**config.mk**
```make
export PLATFORM = sky130hd
export DESIGN_NAME = uart_rx_fifo
export DESIGN_NICKNAME = d
export VERILOG_FILES = /design/src/rtl/uart_rx_fifo.sv
export SDC_FILE = /design/constraint.sdc
export NUM_CORES = 1
export LEC_CHECK = 0
export CAP_MARGIN = 5
export CORE_UTILIZATION = 59
export DETAILED_ROUTE_END_ITERATION = 16
export GPL_TIMING_DRIVEN = 0
export PLACE_DENSITY = 0.81
export SETUP_SLACK_MARGIN = 0.02
export SLEW_MARGIN = 10
export SYNTH_ARGS = -nofsm -noshare
export SYNTH_HDL_FRONTEND = slang
export SYNTH_SLANG_ARGS = --single-unit
```
**constraint.sdc**
```tcl
create_clock -name clk -period 3.4 [get_ports clk]
set_input_delay 0.34 -clock clk [delete_from_list [all_inputs] [get_ports clk]]
set_output_delay 0.34 -clock clk [all_outputs]
set_load 0.02 [all_outputs]
```
**src/rtl/uart_rx_fifo.sv**
```systemverilog
// UART receive byte buffer: FWFT FIFO with RTS hysteresis and overflow counting.
// Ports: clk, rst, flush_i, in_*, out_*, level_o, full_o, empty_o, ovf_o, drop_cnt_o, rts_n_o.
module uart_rx_fifo #(
  parameter int DEPTH  = 16,
  parameter int DATA_W = 8,
  parameter int HI_WM  = 12,
  parameter int LO_WM  = 4
) (
  input  logic                       clk,
  input  logic                       rst,
  input  logic                       flush_i,
  input  logic [DATA_W-1:0]          in_data_i,
  input  logic                       in_valid_i,
  output logic                       in_ready_o,
  output logic [DATA_W-1:0]          out_data_o,
  output logic                       out_valid_o,
  input  logic                       out_ready_i,
  output logic [$clog2(DEPTH):0]     level_o,
  output logic                       full_o,
  output logic                       empty_o,
  output logic                       ovf_o,
  output logic [7:0]                 drop_cnt_o,
  output logic                       rts_n_o
);

  localparam int AW = $clog2(DEPTH);
  localparam int LW = AW + 1;
  localparam logic [LW-1:0] DEPTH_L = LW'(DEPTH);
  localparam logic [LW-1:0] HI_L = LW'(HI_WM);
  localparam logic [LW-1:0] LO_L = LW'(LO_WM);

  logic [DATA_W-1:0] mem_q [DEPTH];

  logic [LW-1:0] wr_ptr_q, wr_ptr_d;
  logic [LW-1:0] rd_ptr_q, rd_ptr_d;
  logic [LW-1:0] level_q, level_d;
  logic [7:0]    drop_q, drop_d;
  logic          ovf_q, ovf_d;
  logic          rts_q, rts_d;

  logic push;
  logic pop;
  logic drop;

  assign full_o      = (level_q == DEPTH_L);
  assign empty_o     = (level_q == '0);
  assign out_valid_o = !empty_o;
  assign pop         = out_valid_o && out_ready_i;
  assign in_ready_o  = !full_o || pop;
  assign push        = in_valid_i && in_ready_o && !flush_i;
  // A byte arriving during flush is thrown away silently, not counted.
  assign drop        = in_valid_i && !in_ready_o && !flush_i;

  assign out_data_o  = mem_q[rd_ptr_q[AW-1:0]];
  assign level_o     = level_q;
  assign ovf_o       = ovf_q;
  assign drop_cnt_o  = drop_q;
  assign rts_n_o     = rts_q;

  always_comb begin
    wr_ptr_d = wr_ptr_q;
    rd_ptr_d = rd_ptr_q;
    level_d  = level_q;
    drop_d   = drop_q;
    ovf_d    = 1'b0;
    rts_d    = rts_q;
    if (flush_i) begin
      wr_ptr_d = '0;
      rd_ptr_d = '0;
      level_d  = '0;
      drop_d   = '0;
      rts_d    = 1'b0;
    end else begin
      if (push) wr_ptr_d = wr_ptr_q + 1'b1;
      if (pop)  rd_ptr_d = rd_ptr_q + 1'b1;
      level_d = level_q + LW'(push) - LW'(pop);
      ovf_d   = drop;
      if (drop && drop_q != 8'hFF) drop_d = drop_q + 8'd1;
      // Between the watermarks the previous RTS state is held.
      if (level_d >= HI_L)      rts_d = 1'b1;
      else if (level_d <= LO_L) rts_d = 1'b0;
    end
  end

  always_ff @(posedge clk or posedge rst) begin
    if (rst) begin
      wr_ptr_q <= '0;
      rd_ptr_q <= '0;
      level_q  <= '0;
      drop_q   <= '0;
      ovf_q    <= 1'b0;
      rts_q    <= 1'b0;
    end else begin
      wr_ptr_q <= wr_ptr_d;
      rd_ptr_q <= rd_ptr_d;
      level_q  <= level_d;
      drop_q   <= drop_d;
      ovf_q    <= ovf_d;
      rts_q    <= rts_d;
    end
  end

  // Storage carries no reset; contents are don't-care while empty.
  always_ff @(posedge clk) begin
    if (push) mem_q[wr_ptr_q[AW-1:0]] <= in_data_i;
  end

endmodule

```
# After elaboration in Yosys (flattened, before gate mapping)
# Memory sizes are Yosys's and may differ from the RTL's.
# Index checks and enable logic that the tools add are counted.
# word_totals
ff_bits	25
mem_bits_rw	128
input_bits	13
output_inout_bits	27
word_cells	45
memories	1
# memory_table
name	depth	width	read_ports	rd_ports_with_merged_regs	wr	line_no	source
mem_q	16	8	1	0	1	32	logic [DATA_W-1:0] mem_q [DEPTH];
# op_classes
addsub	5
order_cmp	2
eq_ne	2
mux	13
n_reduce_logical	16
# ops
cell	count
5-bit two-way mux	5
8-bit two-way mux	2
5-bit by 1-bit adder with 5-bit output (second input constant)	2
8-bit by 1-bit adder with 8-bit output (second input constant)	1
8-bit inequality test (second input constant)	1
1-bit logical AND	6
1-bit two-way mux	6
2-bit nonzero test	3
5-bit by 1-bit adder with 5-bit output	1
5-bit == test (second input constant)	1
5-bit by 4-bit greater-or-equal comparator with 1-bit output (second input constant)	1
5-bit by 3-bit less-or-equal comparator with 1-bit output (second input constant)	1
5-bit logical NOT	1
5-bit by 1-bit subtractor with 5-bit output	1
1-bit logical NOT	4
3-bit nonzero test	1
1-bit logical OR	1

# Longest topological paths before layout
# depth
ltp_word	12
depth_mapped	14
ltp_nobuf	14

# Worst setup path before layout
# No wires, ideal clock.
# synth_timing
kind	register to register
start	reg level_q[3] (netlist: level_o[3])
end	reg rts_q (netlist: rts_n_o)
setup_time_ps	142
t_arrival_ps	3150
required_ps	3258
path_slack_ps	108
stages_incl_launch_ff	15
n_path_buf	1
period_less_slack_ps	3292
path_cell_list	dfrtp_1 inv_1 ha_1 or4b_2 clkbuf_1 nand2_1 inv_1 ha_1 inv_1 ha_1 fa_1 a21oi_1 o21bai_1 xnor2_1 o221ai_1
# synth_between
elab_chain_len	11
# synth_lines
item	line_no	source
start, declared	36	logic [LW-1:0] level_q, level_d;
start signal, assigned	96	level_q <= level_d;
5-bit logical NOT (*)	46	assign empty_o = (level_q == '0);
1-bit logical NOT (*)	47	assign out_valid_o = !empty_o;
named net out_valid_o	16	output logic out_valid_o,
1-bit logical AND (*)	48	assign pop = out_valid_o && out_ready_i;
1-bit logical OR	49	assign in_ready_o = !full_o || pop;
1-bit logical AND (2 in series)	50	assign push = in_valid_i && in_ready_o && !flush_i;
5-bit by 1-bit adder with 5-bit output	76	level_d = level_q + LW'(push) - LW'(pop);
5-bit by 1-bit subtractor with 5-bit output (*)	76	
5-bit by 4-bit greater-or-equal comparator with 1-bit output	80	if (level_d >= HI_L) rts_d = 1'b1;
1-bit two-way mux	80	
1-bit two-way mux	67	if (flush_i) begin
end signal, assigned	99	rts_q <= rts_d;
end, declared	39	logic rts_q, rts_d;
# The timed path passes the listed nets; every way through them passes the cells marked *.
# A chain may end at the register's enable or synchronous reset.

# Worst setup path in the final report
# layout_timing
start	reg rd_ptr_q[1]
end	out out_data_o[6]
# layout_between
elab_chain_len	1
# layout_lines
item	line_no	source
start, declared	35	logic [LW-1:0] rd_ptr_q, rd_ptr_d;
start signal, assigned	95	rd_ptr_q <= rd_ptr_d;
memory read 16 x 8 bit	n/a	
end, declared	15	output logic [DATA_W-1:0] out_data_o,
# No other way between the ends.

==> results.py <==
metrics = {
    "power": {
        "peakVddDrop_mv": 0.441,
        "p_leak_nw": 2.67,
        "power.total_mw": 5.26,
        "power_per_cell_area_nw_per_um2": 690,
    },
    "placement": {
        "gp_congestion": 0.797,
        "pre_cts_slack_ps": -15.2,
        "dp_cells": 570,
        "placed_area_sq_um": 6910,
        "portBuffers": 39,
        "dp_hpwl_microns": 8320,
    },
    "cells_and_area": {
        "layout_commonest_cell": "edfxtp_1",
        "nNetsFinal": 478,
        "final_util_pct": 73.4,
        "most-common-layout-cells": "128 x edfxtp_1, 38 x clkdlybuf4s50_1, 36 x mux2i_1",
        "area_growth_pct": 20.2,
        "fin_area_sq_um": 7620,
        "diodes": 0,
        "fillers": 633,
        "drive_gt1_share_pct": 18.1,
        "stdcell_count": 601,
    },
    "setup_path": {
        "slowest_delay_ps": 600,
        "critPathRequiredTime_ps": 3060,
        "worst_ep_arrival_time_ps": 2950,
        "crit_chain": "clkbuf_4 > and2_1 > buf_2 > buf_4 > a221oi_2 > o21ai_0 > nand2_1 > clkdlybuf4s50_1",
        "cp_max_fo": 10,
        "critical_path_class": "reg -> out",
        "cp_slowest_cell": "clkdlybuf4s50_1",
        "cp-start-kind": "register",
        "crit_path_end_kind": "primary output",
    },
    "clocking": {
        "clkLatencyLatePin_ps": 520,
        "clk_pin_slew_ps": 70,
        "cts_tree": "done",
        "numCtsBuffers": 17,
        "postCtsSetupBuffers": 0,
        "clk_path_buf_depth": 2,
        "clock-sinks": 151,
        "cts_root_buf": "clkbuf_8",
        "cts_hold_buf": 0,
        "htree_levels": 4,
    },
    "sta": {
        "tightest_slew_ps": 921,
        "finalCritPeriodShare_pct": 96.9,
        "min_period_ps": 3290,
        "fmax_ghz": 0.304,
        "skew_ps": 9.31,
        "maxSlewViolCount": 0,
        "max_slew_margin_pct": 38.4,
        "rsz0062_at_grt": "yes",
        "fin_ws_ps": 106,
        "finalSetupTns_ps": 0,
        "hold_viol": 0,
        "hold_slack_ps": 315,
        "setup_viol": 0,
    },
    "yosys": {
        "async_reset_ff_share_pct": 15.2,
        "synth_edf_count": 128,
        "postSynthCellCount": 395,
        "synth_seq_cells": 151,
        "ys.flop_type": "edfxtp_1",
        "synth_area_per_cell_sq_um": 16.0,
        "seq_area_frac_synth_pct": 69.8,
        "netlist_area_sq_um": 6330,
        "yosysUniqueCellTypes": 41,
        "yosys_warnings": 0,
        "syn_nets": 421,
    },
    "global_route": {
        "antenna_found_initial": 0,
        "track_usage_pct": 25.5,
        "grt_pass1_wl_microns": 20500,
        "grt_overflow": 0,
        "grt_pass1_vias": 3790,
        "grt_max_degree": 24,
    },
    "floorplanning": {
        "die_area_sq_um": 11200,
        "die_h_microns": 106,
        "io_pins": 40,
        "initial_utilization_pct": 61.1,
        "num_rows": 37,
        "die_x_microns": 106,
        "core_area_sq_um": 10400,
    },
    "route": {
        "antenna_left": 0,
        "dr.pass1.iters": 5,
        "num_vias": 3703,
        "wl_microns": 13300,
        "drt_iter0_markers": 239,
        "vias_per_cell": 6.16,
        "drc": 0,
        "wl_per_cell_microns": 22.1,
    },
    "flow_run": {
        "cap_viol_max_count": 0,
    },
    "worst_hold_path": {
        "hold_path_class": "in -> async",
    },
    "run_status": {
        "outcome": "finished clean",
    },
}
layout make-up:
type	count	area, sq um	area share, %
plain buffers	19	109	1.43
clock inverters	15	149	1.95
multi-input cells	207	1900	24.9
flip-flops and latches	151	4420	58.0
clock buffers	17	414	5.44
well taps	136	170	2.23
repair buffers	39	393	5.16
inverters	17	65.1	0.854
per-layer routing:
layer	vias to the layer above	wire (microns)	track usage, %
li1	1662	-	-
met1	1867	5520	35.0
met2	164	6630	40.6
met3	10	1020	5.07
met4	0	128	10.5
met5	-	0	0
cell usage after synthesis, drive strengths merged (3+ instances only):
| library cell | instances | area, sq um |
|---|---|---|
| mux4 | 16 | 360 |
| nand2b | 3 | 18.8 |
| nand4 | 4 | 25.0 |
| xnor2 | 5 | 43.8 |
| o31ai | 3 | 22.5 |
| nor3 | 6 | 30.0 |
| o21ai | 13 | 65.1 |
| ha | 12 | 150 |
| xor2 | 4 | 35.0 |
| buf | 9 | 47.6 |
| a22oi | 8 | 60.1 |
| a21oi | 8 | 40.0 |
| or4 | 3 | 26.3 |
| inv | 16 | 60.1 |
| mux2i | 36 | 360 |
| nor2 | 26 | 97.6 |
| edfxtp | 128 | 3840 |
| dfrtp | 23 | 576 |
| nor2b | 6 | 37.5 |
| o211ai | 3 | 22.5 |
| clkbuf | 11 | 41.3 |
| a221oi | 16 | 140 |
| nand3 | 5 | 25.0 |
| nand2 | 17 | 63.8 |
final timing paths:
kind,from,cells past startpoint,slack (ps),end
min,rst,2,310,level_o[0]$_DFF_PP0_
max in group asynchronous,rst,2,2530,level_o[2]$_DFF_PP0_
max reg2reg,level_o[3]$_DFF_PP0_,13,310,rts_n_o$_DFFE_PP0P_
max,rd_ptr_q[1]$_DFFE_PP0P_,8,110,out_data_o[6]
min reg2reg,rts_n_o$_DFFE_PP0P_,2,590,rts_n_o$_DFFE_PP0P_
min in group clk,rts_n_o$_DFFE_PP0P_,2,590,rts_n_o$_DFFE_PP0P_
critical path, delay by kind of cell, from the launching register on:
family          cells  cell delay (ps)
buf+inv             4             1240
compound gates      2              520
flops               1              390
simple gates        2              270
kinds of logic (layout without fill, tap and decap cells):
kind of cell               after synthesis  count (layout)  synth area share, %
AOI/OAI and AO/OA                       55              55                 6.14
buffers and inverters                   37             107                 2.41
and+or+nand+nor                         78              78                 6.36
xor gates and xnor gates                 9               9                 1.24
adders and majority gates               13              13                 2.69
muxes                                   52              52                 11.4
DFF                                    151             151                 69.8
sequential cells by signal, indices dropped and copies added, names as in the netlist:
| signal | cells |
|---|---|
| ovf_o | 1 |
| level_o | 5 |
| mem_q | 128 |
| drop_cnt_o | 8 |
| rd_ptr_q | 4 |
| wr_ptr_q | 4 |
| rts_n_o | 1 |
timing repair:
item,in CTS,in global routing
gates resized for setup,16,18
endpoints found under the hold margin,0,0
setup endpoints to repair,9,10
cloned,0,0
power by group:
group | total (mW) | switching (mW) | internal, mW
logic | 1.35 | 0.721 | 0.626
registers | 2.13 | 0.0530 | 2.08
clock network | 1.78 | 0.834 | 0.944
Power figures use the tool's default switching activity.
